===== src/rtl/fetch_unit.sv =====
// Instruction-fetch stage: holds the fetch PC, issues one outstanding imem
// request at a time and buffers the returned instruction for decode.
module fetch_unit #(
   parameter int               WIDTH    = 32,
   parameter logic [WIDTH-1:0] RESET_PC = 32'h0000_0000
) (
   input  logic             clk_i,
   input  logic             rst_i,
   input  logic [WIDTH-1:0] PC_Next_i,
   input  logic             Redirect_i,
   output logic [WIDTH-1:0] PC_o,
   output logic             Imem_Req_o,
   output logic [WIDTH-1:0] Imem_Addr_o,
   input  logic             Imem_Ready_i,
   input  logic             Imem_Valid_i,
   input  logic [WIDTH-1:0] Imem_Rdata_i,
   output logic             Instr_Valid_o,
   input  logic             Instr_Ready_i,
   output logic [WIDTH-1:0] Instr_o,
   output logic [WIDTH-1:0] Instr_PC_o
);

   localparam logic [2:0] IDLE  = 3'd0;
   localparam logic [2:0] REQ   = 3'd1;
   localparam logic [2:0] WAIT  = 3'd2;
   localparam logic [2:0] DRAIN = 3'd3;
   localparam logic [2:0] FULL  = 3'd4;

   logic [2:0] state;

   always_ff @(posedge clk_i) begin
      if (rst_i) begin
         state      <= IDLE;
         PC_o       <= RESET_PC;
         Instr_o    <= '0;
         Instr_PC_o <= '0;
      end else begin
         if (Redirect_i)
            PC_o <= PC_Next_i;
         case (state)
            IDLE: state <= REQ;
            REQ: begin
               // an accepted request that coincides with a redirect is wrong-path
               if (Imem_Ready_i)
                  state <= Redirect_i ? DRAIN : WAIT;
            end
            WAIT: begin
               if (Imem_Valid_i) begin
                  if (Redirect_i) begin
                     state <= REQ;
                  end else begin
                     Instr_o    <= Imem_Rdata_i;
                     Instr_PC_o <= PC_o;
                     PC_o       <= PC_Next_i;
                     state      <= FULL;
                  end
               end else if (Redirect_i) begin
                  state <= DRAIN;
               end
            end
            DRAIN: begin
               if (Imem_Valid_i)
                  state <= REQ;
            end
            FULL: begin
               // redirect drops the buffer even if decode is accepting it
               if (Redirect_i || Instr_Ready_i)
                  state <= REQ;
            end
            default: state <= IDLE;
         endcase
      end
   end

   assign Imem_Req_o    = (state == REQ);
   assign Instr_Valid_o = (state == FULL);
   assign Imem_Addr_o   = {PC_o[WIDTH-1:2], 2'b00};

endmodule


===== config.mk =====
export PLATFORM = sky130hd
export DESIGN_NAME = fetch_unit
export DESIGN_NICKNAME = d
export VERILOG_FILES = /design/src/rtl/fetch_unit.sv
export SDC_FILE = /design/constraint.sdc
export NUM_CORES = 1
export LEC_CHECK = 0
export ABC_AREA = 1
export BUFFER_PORTS_ARGS = -buffer_cell sky130_fd_sc_hd__buf_2
export CAP_MARGIN = 20
export CORE_UTILIZATION = 45
export DETAILED_ROUTE_END_ITERATION = 10
export PLACE_DENSITY_LB_ADDON = 0.15
export SYNTH_ARGS = -nofsm -noshare
export SYNTH_HDL_FRONTEND = slang
export SYNTH_SLANG_ARGS = --single-unit

===== constraint.sdc =====
create_clock -name clk_i -period 2 [get_ports clk_i]
set_clock_uncertainty 0.2 [all_clocks]
set_input_delay 0.3 -clock clk_i [delete_from_list [all_inputs] [get_ports clk_i]]
set_output_delay 0.3 -clock clk_i [all_outputs]
set_load 0.005 [all_outputs]

Word level (Yosys, flattened, before mapping)
Index checks and enable logic that the tools add are counted.

Muxes and demuxes: 12. Bitwise logic cells: 1. Reduce and logical (&&, ||, !) cells: 4. Equality and inequality tests: 8.

Operator list (number): two-way mux 32 bit (4); two-way mux 3 bit (6); one-hot mux 3 bit (5 select lines) (1); == test 3 x 2 -> 1 bit, second input constant (2); inequality test 2 x 1 -> 1 bit, second input constant (2); AND reduction 4 bit (1); == test 3 x 1 -> 1 bit, second input constant (1); == test 3 bit, second input constant (1); logical NOT 3 bit (1); inequality test 3 bit, second input constant (1); AND reduction 3 bit (1); inequality test 2 bit, second input constant (1); logical OR 1 bit (1); two-way mux 1 bit (1); NOT 1 bit (1).

Input bits: 70. Logic and storage cells: 29. Register bits: 99. Output and inout bits: 130.

Depth between registers and ports, before layout
Gate-level depths: netlist (run 1).

Depth in word-level cells: 4. Gate-level depth with buffers: 8.

Worst setup path after synthesis (run 1)
Ideal clock, no wire load.

Kind: register -> register. From: register state[2]. To: register PC_o[10]. Data arrival time: 1.114 ns. Stages on the path, launching flop included: 8. Path slack: 0.573 ns. Cell sequence: dfxtp_1 -> nor2_4 -> nand2_2 -> o21ai_4 -> inv_2 -> buf_6 -> o21ai_1 -> nor2_1.

Cells in the longest elaborated chain, start to end: 2.

Ends and longest elaborated chain: start, declared (line 29) `logic [2:0] state;`; start signal, assigned (line 45) `state <= Redirect_i ? DRAIN : WAIT;`; == test 3 x 2 -> 1 bit (line 40) `case (state)`; two-way mux 32 bit (line 40); end signal, assigned (line 39) `PC_o <= PC_Next_i;`; end signal, assigned (line 54) `PC_o <= PC_Next_i;`; end, declared (line 11) `output logic [WIDTH-1:0] PC_o,`.

Every way passes these cells. A chain may end at the register's enable or synchronous reset.

Final worst setup path (run 1)
From: register state[0]. To: output port Imem_Req_o.

Cells in the longest elaborated chain, start to end: 1.

Ends and longest elaborated chain: == test 3 x 1 -> 1 bit (line 75) `assign Imem_Req_o = (state == REQ);`; end, declared (line 12) `output logic Imem_Req_o,`.

Every way passes these cells.

==> results of run 1 <==
power by group:
part	leakage, nW	internal (mW)	switching [mW]
logic	1.72	0.542	0.630
clock network	0.0954	0.607	0.641
registers	0.809	2.20	0.174
worst max-delay path: cells and delay by family (launching register included):
| family | cells | cell delay, ps |
|---|---|---|
| buf+inv | 3 | 220 |
| flops | 1 | 430 |
| simple gates | 2 | 250 |
per-stage QoR:
step	utilization	power [mW]	hold WS, ps	cell area (sq um)	setup WS [ps]
floorplan	-	3.18	169	3880	573
global placement	0.561	3.50	250	4630	299
detailed placement	0.561	3.53	255	4630	270
CTS	0.639	4.84	1.12	5270	231
global route	0.639	5.11	5.15	5270	129
finish	0.639	4.80	11.9	5270	246
per-layer routing:
metal,track usage,vias to the layer above
met3,0.0620,4
li1,-,1955
met2,0.400,143
met1,0.249,1683
met5,0,-
met4,0.0808,0
Yosys cell counts (all sizes together):
| master | number | area [sq um] |
|---|---|---|
| a21oi | 3 | 15.0 |
| buf | 50 | 399 |
| clkbuf | 12 | 48.8 |
| conb | 1 | 3.75 |
| dfxtp | 99 | 1980 |
| inv | 13 | 48.8 |
| nand2 | 15 | 58.8 |
| nand3 | 6 | 35.0 |
| nand4 | 1 | 6.26 |
| nor2 | 204 | 773 |
| nor3 | 1 | 5.00 |
| o21ai | 97 | 497 |
state kept, by name, indices dropped and copies added, names as in the netlist:
name        flops
Instr_PC_o     32
Instr_o        32
PC_o           32
state           3
worst paths after layout:
| check | from | endpoint |
|---|---|---|
| max reg2reg | state[2] | PC_o[1] |
| min reg2reg | Instr_PC_o[30] | Instr_PC_o[30] |
| min | PC_Next_i[8] | PC_o[8] |
| max | state[0] | Imem_Req_o |
cell families after synthesis:
logic type	Yosys count
AOI/OAI and AO/OA	100
other	1
DFF	99
buffers and inverters	75
and+or+nand+nor	227
cells in the final DEF (no fill, tap or decap), drive strengths merged:
cell         synthesis  final
nand2               15     15
bufinv               0      1
inv                 13     13
clkinv               0      2
a21oi                3      3
nand4                1      1
nand3                6      6
clkinvlp             0      1
nor2               204    204
dlygate4sd3          0     45
nor3                 1      1
clkbuf              12     11
dfxtp               99     99
buf                 50    205
o21ai               97     97
conb                 1      2
layout make-up:
cell class	count	area, sq um	area share
clock inverters	4	51.3	0.00973
well taps	105	131	0.0249
inverters	13	48.8	0.00925
repair buffers	250	1520	0.288
multi-input cells	329	1400	0.265
flip-flops and latches	99	1980	0.376
clock buffers	11	141	0.0268
==> metrics.cfg, run 1 <==
[run_status]
status=finished, final reports clean

[cts]
cts_root_buf=clkbuf_8
post_cts_buffers=0
post_cts_resized=0
clockBufferDepth=2
clk_latency_ps=350
path_clk_slew_ps=90
htreeDepth=3
cts.sinks=99
numCtsBuffers=9
cts_tree=yes
cts_hold_buf=45

[global_routing]
grt_pass1_wl_um=15600
track_usage=0.223
overflow=0
grt_max_degree=68
grt_pass1_vias=3466
antenna_found_initial=0

[yosys]
synth-xor-area-share=0
syn_inst=502
synth_area_sq_um=3870
synth_fa_ha_area_frac=0
synth-seq-cells=99
yosysSeqAreaShare=0.512
synth-compound-area-share=0.132
ys_types=22
synthSimpleGateAreaFrac=0.227
yosysWarnings=0
synth_top_family_by_area=simple AND/OR/NAND/NOR gates
synth_mux_area_frac=0
syn_area_per_cell_sq_um=7.71

[hold_path]
worstHoldPathCells=3
hold_class=in2reg

[detailed_routing]
routed_via_density=4.67
post_drt_wl_per_cell_um=12.3
met3WireLength_um=771
drt-total-wl_um=10000
top_layer=met4
firstDrtPassIters=4
drc=0
wl_met2_um=4950
m1WireLength_um=4240
vias=3785
ant_nets=0
drtIter0Drc=118

[placed_design]
dp_hpwl_um=6460
io_buffers=197
dp.cells=751
gp_congestion=0.878

[worst_setup_path]
r2r_slack_ps=260
end_kind=output pin
critPathSlowestCell=dfxtp_1
critPathRequiredTime_ps=1500
crit_top_cell=inv_1
worstPathArrival_ps=1250
r2r_cells=6
path_cells=inv_1 -> nor2_1 -> nand2_1 -> inv_1 -> buf_2
path_max_fanout=4
max_stage_delay_ps=430
start_kind=flip-flop
path_class=reg2out

[sta]
slew_violations=0
hold_viol_final=0
max_clock_freq_mhz=570
maxSlewHeadroom=0.587
worstMarginPinSlew_ps=618
finalSetupTns_ps=0
rsz0062_at_grt=no
period_needed_ps=1750
fin_crit_sh=0.877
report.final.setup_viol=0

[floorplanning]
dieArea_sq_um=8980
die_width_um=94.8
io_pins=200
fp.coreArea_sq_um=8260
row_count=33
fp.dieH_um=94.8
start_util=0.469

[cells_and_area]
nets=772
syn2layout_area_growth_pct=36.2
diodes=0
final_cell_count_no_fill=811
fillers=763
drive_above_1_share=0.322

[pwr]
cellPowerDensity_nw_per_um2=910
ir_drop_uv=445
p_leak_nw=2.63

[run]
maxCapViolCount=0

Note: power is estimated with default switching activity, not from simulation.
==> inputs of run 2 (changes only) <==
ABC_AREA = unset   (was 1)
==> metrics.cfg, run 2 <==
[run_status]
status=finished, final reports clean

[sta]
slew_violations=0
report.final.setup_viol=0
finalSetupTns_ps=0
fin_crit_sh=0.889
period_needed_ps=1780
fin_hold_ws_ps=172
max_clock_freq_mhz=563
hold_viol_final=0
rsz0062_at_grt=no

[detailed_routing]
drt-total-wl_um=10100
post_drt_wl_per_cell_um=12.4
firstDrtPassIters=4
vias=3838
drc=0
routed_via_density=4.72
ant_nets=0
drtIter0Drc=106

[hold_path]
hold_class=in2reg
holdPathEnd=state[2]
worstHoldPathCells=4
holdCritStartpoint=Redirect_i

[cts]
post_cts_resized=0
clk_latency_ps=350
path_clk_slew_ps=90
post_cts_buffers=0
clockBufferDepth=2
cts.sinks=99
cts_root_buf=clkbuf_8
cts_hold_buf=64
cts_tree=yes
numCtsBuffers=9
htreeDepth=3

[worst_setup_path]
reg2reg_to=Instr_PC_o[9]
critPathRequiredTime_ps=2020
critPathSlowestCell=or4_2
path_cells=or4_2 -> buf_4 -> nand2_1 -> a21oi_1
critPathBufInv=1
r2r_cells=4
r2r-start=state[2]
r2r_slack_ps=220
startpoint=state[2]
path_max_fanout=19
path_delay_family=simple AND/OR/NAND/NOR gates
path_class=reg2reg
max_stage_delay_ps=730
end_kind=flip-flop
worstPathArrival_ps=1800
start_kind=flip-flop

[cells_and_area]
diodes=0
layout_common_cells=buf_2 (197), nand2_1 (194), dfxtp_1 (99), a21oi_1 (99), dlygate4sd3_1 (64)
final_area_sq_um=5530
nets=774
layout_commonest_cell=buf_2
drive_above_1_share=0.328
final_cell_count_no_fill=813
syn2layout_area_growth_pct=45.2
reg_top3=Instr_PC_o: 32 flops, Instr_o: 32 flops, PC_o: 32 flops

[placed_design]
dp_hpwl_um=6400
gp_congestion=0.749
post_dp_cell_area_sq_um=4660
dp.cells=734
io_buffers=197

[pwr]
ir_drop_uv=391
cellPowerDensity_nw_per_um2=728
p_leak_nw=2.56
finalPower_mw=4.03

[floorplanning]
fp.coreArea_sq_um=8220
dieArea_sq_um=8840
io_pins=200
row_count=33
start_util=0.464
fp.dieH_um=94.0
die_width_um=94.0

[run]
maxCapViolCount=0

[yosys]
ys_types=22
yosysSeqAreaShare=0.520
syn_area_per_cell_sq_um=7.94
yosysTopAreaCell=dfxtp_1
synth_edf_count=0
syn_inst=480
synth_top_flop_cell=dfxtp_1
synth_area_sq_um=3810
synth_top_area_share=0.520
synth.area.top_cells=dfxtp_1 (52%), nand2_1 (19%), a21oi_1 (13%), buf_4 (7.5%), buf_6 (2.1%)
yosysWarnings=0
synth-seq-cells=99
async_flop_share=0
ys_top_cells_by_count=nand2_1 (194), a21oi_1 (99), dfxtp_1 (99)
yosysMostFrequentCell=nand2_1

[global_routing]
grt_max_degree=51
antenna_found_initial=0
overflow=0
grt_pass1_wl_um=15900
grt_pass1_vias=3476
track_usage=0.229

[run 2: how the worst max path moves through the flow]
| stage | endpoint | slack [ps] | depth (start not counted) |
|---|---|---|---|
| 2_1_floorplan | Instr_PC_o[0] | 310 | 6 |
| 3_3_place_gp | Instr_PC_o[14] | 170 | 5 |
| 3_5_place_dp | Instr_PC_o[15] | 150 | 5 |
| 4_1_cts | Instr_PC_o[15] | 230 | 4 |
| 5_1_grt | state[1] | 90 | 5 |
| 6_report | Instr_PC_o[9] | 220 | 4 |
[run 2: through the flow]
step | setup slack (ps) | utilization
5_1_grt | 87.7 | 0.673
3_3_place_gp | 169 | 0.567
6_report | 223 | 0.673
4_1_cts | 227 | 0.673
2_1_floorplan | 311 | -
3_5_place_dp | 148 | 0.567
[run 2: tightest hold or removal path: cells and delay by family]
family | cells | cell delay [ps]
and+or+nand+nor | 1 | 50
AOI/OAI and AO/OA | 2 | 200
buffers and inverters | 1 | 130
[run 2: power breakdown]
group	switching [mW]	internal [mW]	total (mW)
clock	0.649	0.823	1.47
combinational	0.222	0.261	0.483
sequential	0.0457	2.03	2.07
total	0.916	3.11	4.03
[run 2: area by class of cell]
type	count	area (sq um)
fill	719	2690
multi-input combinational	314	1390
inverter	2	7.51
clock buffer	10	128
tap	105	131
timing repair buffer	278	1790
sequential	99	1980
clock inverter	5	103
[run 2: kinds of logic after synthesis]
| group | share of synthesized area |
|---|---|
| other | 0.000984 |
| and+or+nand+nor | 0.212 |
| buffers and inverters | 0.121 |
| AOI/OAI and AO/OA | 0.146 |
| DFF | 0.520 |
[run 2: routing by layer]
metal,track usage,vias to the layer above,part of all wire
li1,-,1953,-
met1,0.267,1730,0.42
met2,0.401,136,0.50
met3,0.0510,19,0.056
met4,0.0962,0,0.023
met5,0,-,0
